`src/rtl/sy_ppl_fpu_mq.sv`:
```
// FPU mapping queue: tags in-flight FPU ops with their destination and ROB
// slot, then retires each result through a one-cycle writeback/commit stage.
module sy_ppl_fpu_mq #(
  parameter int DWTH        = 64,
  parameter int PHY_REG_WTH = 6,
  parameter int ROB_WTH     = 6,
  parameter int DEPTH       = 4,
  localparam int TWTH       = $clog2(DEPTH),
  localparam int CWTH       = $clog2(DEPTH + 1)
) (
  input  logic                   clk_i,
  input  logic                   rst_i,
  input  logic                   flush_i,
  input  logic                   fpu_en_i,
  output logic                   fpu_ready_o,
  input  logic [PHY_REG_WTH-1:0] fpu_rdst_idx_i,
  input  logic                   fpu_rdst_is_fp_i,
  input  logic [ROB_WTH-1:0]     fpu_rob_idx_i,
  output logic                   core_vld_o,
  input  logic                   core_rdy_i,
  output logic [TWTH-1:0]        core_tid_o,
  input  logic                   core_res_vld_i,
  input  logic [TWTH-1:0]        core_tid_i,
  input  logic [DWTH-1:0]        core_res_i,
  input  logic [4:0]             core_status_i,
  output logic                   fpr_wr_en_o,
  output logic                   gpr_wr_en_o,
  output logic [PHY_REG_WTH-1:0] fpr_wr_idx_o,
  output logic [PHY_REG_WTH-1:0] gpr_wr_idx_o,
  output logic [DWTH-1:0]        fpr_wr_data_o,
  output logic [DWTH-1:0]        gpr_wr_data_o,
  output logic                   commit_vld_o,
  output logic [ROB_WTH-1:0]     commit_rob_idx_o,
  output logic [4:0]             commit_status_o,
  output logic                   commit_flush_en_o,
  output logic                   awake_vld_o,
  output logic [PHY_REG_WTH-1:0] awake_idx_o,
  output logic                   awake_is_fp_o,
  output logic                   fpu_busy_o,
  output logic [CWTH-1:0]        outstanding_o,
  output logic                   spurious_o
);

  logic [DEPTH-1:0]       vld_q, vld_d;
  logic [DEPTH-1:0]       is_fp_q;
  logic [PHY_REG_WTH-1:0] rdst_q [DEPTH];
  logic [ROB_WTH-1:0]     rob_q  [DEPTH];
  logic [CWTH-1:0]        cnt_q, cnt_d;
  logic [TWTH-1:0]        free_idx;
  logic                   full, issue_acc, tid_vld, res_hit;

  logic                   wb_vld_q, wb_is_fp_q, spurious_q;
  logic [PHY_REG_WTH-1:0] wb_rdst_q;
  logic [ROB_WTH-1:0]     wb_rob_q;
  logic [DWTH-1:0]        wb_data_q;
  logic [4:0]             wb_status_q;

  assign full        = &vld_q;
  assign fpu_ready_o = core_rdy_i & ~full & ~flush_i;
  assign core_vld_o  = fpu_en_i & ~full & ~flush_i;
  assign core_tid_o  = free_idx;
  assign issue_acc   = fpu_en_i & fpu_ready_o;
  assign tid_vld     = vld_q[core_tid_i];
  assign res_hit     = core_res_vld_i & tid_vld & ~flush_i;

  // Scan downward so the lowest free entry wins.
  always_comb begin
    free_idx = '0;
    for (int i = DEPTH - 1; i >= 0; i--) begin
      if (!vld_q[i]) free_idx = TWTH'(i);
    end
  end

  // Issue targets an invalid entry and a hit targets a valid one, so they never collide.
  always_comb begin
    vld_d = vld_q;
    if (issue_acc) vld_d[free_idx] = 1'b1;
    if (res_hit) vld_d[core_tid_i] = 1'b0;
    if (flush_i) vld_d = '0;
    cnt_d = '0;
    for (int i = 0; i < DEPTH; i++) cnt_d = cnt_d + CWTH'(vld_d[i]);
  end

  always_ff @(posedge clk_i) begin
    if (rst_i) begin
      vld_q       <= '0;
      is_fp_q     <= '0;
      cnt_q       <= '0;
      for (int i = 0; i < DEPTH; i++) begin
        rdst_q[i] <= '0;
        rob_q[i]  <= '0;
      end
      wb_vld_q    <= 1'b0;
      wb_is_fp_q  <= 1'b0;
      wb_rdst_q   <= '0;
      wb_rob_q    <= '0;
      wb_data_q   <= '0;
      wb_status_q <= '0;
      spurious_q  <= 1'b0;
    end else begin
      vld_q <= vld_d;
      cnt_q <= cnt_d;
      if (issue_acc) begin
        rdst_q[free_idx]  <= fpu_rdst_idx_i;
        is_fp_q[free_idx] <= fpu_rdst_is_fp_i;
        rob_q[free_idx]   <= fpu_rob_idx_i;
      end
      wb_vld_q <= res_hit;
      if (res_hit) begin
        wb_is_fp_q  <= is_fp_q[core_tid_i];
        wb_rdst_q   <= rdst_q[core_tid_i];
        wb_rob_q    <= rob_q[core_tid_i];
        wb_data_q   <= core_res_i;
        wb_status_q <= core_status_i;
      end
      spurious_q <= core_res_vld_i & ~tid_vld & ~flush_i;
    end
  end

  assign gpr_wr_en_o       = wb_vld_q & ~wb_is_fp_q;
  assign fpr_wr_en_o       = wb_vld_q & wb_is_fp_q;
  assign gpr_wr_idx_o      = wb_rdst_q;
  assign fpr_wr_idx_o      = wb_rdst_q;
  assign gpr_wr_data_o     = wb_data_q;
  assign fpr_wr_data_o     = wb_data_q;
  assign commit_vld_o      = wb_vld_q;
  assign commit_rob_idx_o  = wb_rob_q;
  assign commit_status_o   = wb_status_q;
  assign commit_flush_en_o = 1'b1;
  assign awake_vld_o       = wb_vld_q;
  assign awake_idx_o       = wb_rdst_q;
  assign awake_is_fp_o     = wb_is_fp_q;
  assign outstanding_o     = cnt_q;
  assign fpu_busy_o        = (cnt_q != '0);
  assign spurious_o        = spurious_q;

endmodule

```
`config.mk`:
```
export PLATFORM = sky130hd
export DESIGN_NAME = sy_ppl_fpu_mq
export DESIGN_NICKNAME = d
export VERILOG_FILES = /design/src/rtl/sy_ppl_fpu_mq.sv
export SDC_FILE = /design/constraint.sdc
export NUM_CORES = 1
export LEC_CHECK = 0
export CAP_MARGIN = 20
export CORE_UTILIZATION = 26
export CTS_BUF_LIST = sky130_fd_sc_hd__clkbuf_4 sky130_fd_sc_hd__clkbuf_8 sky130_fd_sc_hd__clkbuf_16
export DETAILED_ROUTE_END_ITERATION = 16
export PLACE_DENSITY = 0.61
export SYNTH_ARGS = -nofsm -noshare
export SYNTH_HDL_FRONTEND = slang
export SYNTH_SLANG_ARGS = --single-unit
```
`constraint.sdc`:
```
create_clock -name clk_i -period 2.79 [get_ports clk_i]
set_input_delay 0.6975 -clock clk_i [delete_from_list [all_inputs] [get_ports clk_i]]
set_output_delay 0.6975 -clock clk_i [all_outputs]
set_load 0.01 [all_outputs]
```
==> load_flow_metrics.sql <==
INSERT INTO impl_metrics (metric_group, metric, value, unit) VALUES
('synthesis', 'share_of_the_synthesized_area_in_compound_gates_ao_oa_aoi_oai', '9.55', '%'),
('sta', 'clock_skew', '8.80', 'ps'),
('clock_tree', 'clock_path_buffers', '2', ''),
('worst_hold_path', 'worstHoldPathType', 'reg -> reg', ''),
('clock_tree', 'insertion_delay', '410', 'ps'),
('synthesis', 'synth_commonest_cells', 'sky130_fd_sc_hd__nand2_1 (148), sky130_fd_sc_hd__dfxtp_1 (95), sky130_fd_sc_hd__buf_4 (86)', ''),
('worst_setup_path', 'timing_worst_setup_path_type', 'in -> out', ''),
('die', 'floorplan.die_area', '25400', 'um^2'),
('job', 'cap_viol_max_count', '0', ''),
('clock_tree', 'cts.repair.resized', '3', ''),
('sta', 'rsz0062_at_grt', 'false', ''),
('sta', 'worst_pin_slew', '742', 'ps'),
('clock_tree', 'max_h_tree_level', '4', ''),
('drt', 'initialDrtViolationCount', '232', ''),
('synthesis', 'combinational_family_with_the_most_area_after_synthesis', 'simple AND/OR/NAND/NOR gates', ''),
('clock_tree', 'cts_hold_buffers', '0', ''),
('synthesis', 'most_numerous_cell_in_the_yosys_netlist', 'sky130_fd_sc_hd__nand2_1', ''),
('sta', 'final.min_clock_period', '2610', 'ps'),
('synthesis', 'synth-seq-area-share', '52.0', '%'),
('worst_setup_path', 'worstSetupStartpointType', 'primary input', ''),
('outcome', 'result_of_the_run', 'finished clean', ''),
('synthesis', 'async_flop_share', '0', '%'),
('drt', 'post_drt_wl_per_cell', '14.7', 'um'),
('power', 'max-vdd-ir-drop', '0.000325', 'V'),
('synthesis', 'synth_adder_area_share', '0.700', '%'),
('layout', 'final_core_utilization', '39.3', '%'),
('synthesis', 'ys_top_cells_by_area', 'sky130_fd_sc_hd__dfxtp_1 (30%), sky130_fd_sc_hd__edfxtp_1 (22%), sky130_fd_sc_hd__buf_4 (10%)', ''),
('drt', 'antenna_violating_nets_post_route', '0', ''),
('die', 'initial_core_util', '26.4', '%'),
('global_route', 'grt_max_degree', '56', ''),
('power', 'power_density', '516', 'nW/um^2'),
('power', 'power.static_leakage', '0.00327', 'uW'),
('place', 'hpwlAfterDp', '12500', 'um'),
('drt', 'wirelength', '17300', 'um'),
('synthesis', 'synthesis_warnings', '0', ''),
('die', 'fp.coreArea', '24300', 'um^2'),
('clock_tree', 'clock_sinks', '143', ''),
('place', 'placement.io_buffers', '260', ''),
('layout', 'layout.nets', '931', ''),
('place', 'place.gp.congestion', '0.783', ''),
('synthesis', 'ys_types', '42', ''),
('synthesis', 'avgSynthCellArea', '10.0', 'um^2'),
('global_route', 'first_pass_grt_wire_length', '27200', 'um'),
('worst_setup_path', 'worst_setup_path_end_kind', 'output port', ''),
('synthesis', 'post_synth_inst_count', '642', ''),
('die', 'die_w', '159', 'um'),
('worst_setup_path', 'cp.arrival', '1910', 'ps'),
('sta', 'min_period_over_period', '93.6', '%'),
('synthesis', 'synth.mux.area_fraction', '5.54', '%'),
('layout', 'fillCellCount', '2417', ''),
('drt', 'vias', '4887', ''),
('die', 'die_h', '159', 'um'),
('synthesis', 'synthDominantCellAreaShare', '29.6', '%'),
('sta', 'timing.max_slew.rel_slack', '50.6', '%'),
('layout', 'antenna-diode-count', '0', ''),
('clock_tree', 'tritoncts_clock_tree', 'yes', ''),
('layout', 'areaGrowthSynthToFinish', '48.7', '%'),
('synthesis', 'cell_type_with_the_largest_total_area_after_synthesis', 'sky130_fd_sc_hd__dfxtp_1', ''),
('synthesis', 'synth_xor_xnor_area_share', '0', '%'),
('synthesis', 'synthesis.area', '6430', 'um^2'),
('global_route', 'grt_use_total', '13.8', '%'),
('sta', 'max_freq', '383', 'MHz'),
('clock_tree', 'numCtsBuffers', '17', ''),
('worst_setup_path', 'crit_fanout', '4', ''),
('synthesis', 'synth_simple_gate_area_share', '18.8', '%'),
('clock_tree', 'cts_root_cell', 'sky130_fd_sc_hd__clkbuf_16', ''),
('sta', 'timing.final.setup_violations', '0', ''),
('layout', 'layout_cells_sized_above_1', '14.9', '%'),
('synthesis', 'syn-num-nets', '735', ''),
('die', 'num_io_pins', '262', ''),
('sta', 'final.setup.worst_slack', '178', 'ps');
## area by class of cell
class | instances | area, um^2 | share of cell area, %
Tap cell | 324 | 405 | 4.24
Inverter | 5 | 18.8 | 0.196
Clock buffer | 17 | 425 | 4.45
Multi-Input combinational cell | 376 | 2240 | 23.4
Clock inverter | 15 | 206 | 2.16
Timing Repair Buffer | 295 | 2920 | 30.6
Sequential cell | 143 | 3340 | 35.0
## placed cells by master (no fill, tap or decap), types with 4 or more instances in the layout
master                              n
sky130_fd_sc_hd__inv_1              5
sky130_fd_sc_hd__nor2_1             8
sky130_fd_sc_hd__a21oi_2           20
sky130_fd_sc_hd__clkdlybuf4s50_1  257
sky130_fd_sc_hd__clkbuf_16         17
sky130_fd_sc_hd__nand2_1          148
sky130_fd_sc_hd__nor3_1             4
sky130_fd_sc_hd__mux4_2            13
sky130_fd_sc_hd__buf_4             31
sky130_fd_sc_hd__bufinv_16          4
sky130_fd_sc_hd__nand2b_1           6
sky130_fd_sc_hd__nor2b_1            4
sky130_fd_sc_hd__dfxtp_1           95
sky130_fd_sc_hd__mux2i_1            5
sky130_fd_sc_hd__edfxtp_1          48
sky130_fd_sc_hd__inv_6              4
sky130_fd_sc_hd__a21oi_1           65
sky130_fd_sc_hd__and2_1            51
sky130_fd_sc_hd__o21ai_0            6
sky130_fd_sc_hd__nand2_2           20
sky130_fd_sc_hd__buf_12             5
## metal layers
| metal | track usage, % | routed length [um] | vias up |
|---|---|---|---|
| li1 | - | - | 2452 |
| met1 | 15.8 | 7180 | 2275 |
| met2 | 25.1 | 8990 | 147 |
| met3 | 3.54 | 907 | 11 |
| met4 | 4.20 | 164 | 2 |
| met5 | 0 | 9 | - |
## worst max-delay path: stages
cell and delay, ps:
sky130_fd_sc_hd__clkdlybuf4s50_1 450, sky130_fd_sc_hd__buf_4 170, sky130_fd_sc_hd__a41oi_2 190, sky130_fd_sc_hd__and2_1 150, sky130_fd_sc_hd__dlygate4sd2_1 260
## path summary, 6_finish.rpt
check / start / end / slack [ps] / depth (start not counted)
max: flush_i / fpu_ready_o / 180 / 5
max reg2reg: vld_q[0] / outstanding_o[1] / 490 / 8
min reg2reg: commit_rob_idx_o[1] / commit_rob_idx_o[1] / 450 / 2
min: commit_rob_idx_o[1] / commit_rob_idx_o[1] / 450 / 2
## power by group
part | internal (uW) | switching, uW | leakage, uW | total (uW)
Sequential | 2190 | 11.7 | 0.00125 | 2200
Clock | 1510 | 928 | 0.000302 | 2440
Combinational | 176 | 120 | 0.00171 | 296
Total | 3870 | 1060 | 0.00327 | 4930
## registers in the layout, indices dropped and copies added, names as in the netlist
| name | flops |
|---|---|
| rob_q | 24 |
| outstanding_o | 3 |
| commit_rob_idx_o | 6 |
| spurious_o | 1 |
| rdst_q | 24 |
| fpr_wr_data_o | 64 |
| awake_idx_o | 6 |
| awake_vld_o | 1 |
| awake_is_fp_o | 1 |
| is_fp_q | 4 |
| vld_q | 4 |
| commit_status_o | 5 |
## per-stage QoR
stage	instance area [um^2]	power, uW	instances	setup TNS [ps]	hold WS (ps)
floorplan	6430	2350	642	0	451
global placement	8920	2540	1143	-631	439
detailed placement	8920	2540	1143	-767	442
CTS	9560	5010	1175	0	451
global route	9560	5120	1175	0	467
finish	9560	4930	1175	0	449
## cells by family after synthesis
| logic type | Yosys count |
|---|---|
| buf+inv | 123 |
| other cells | 1 |
| mux | 19 |
| flops | 143 |
| fa+ha+maj | 3 |
| simple gates | 254 |
| compound gates | 99 |
No activity file was read; power rests on OpenSTA's default activity.
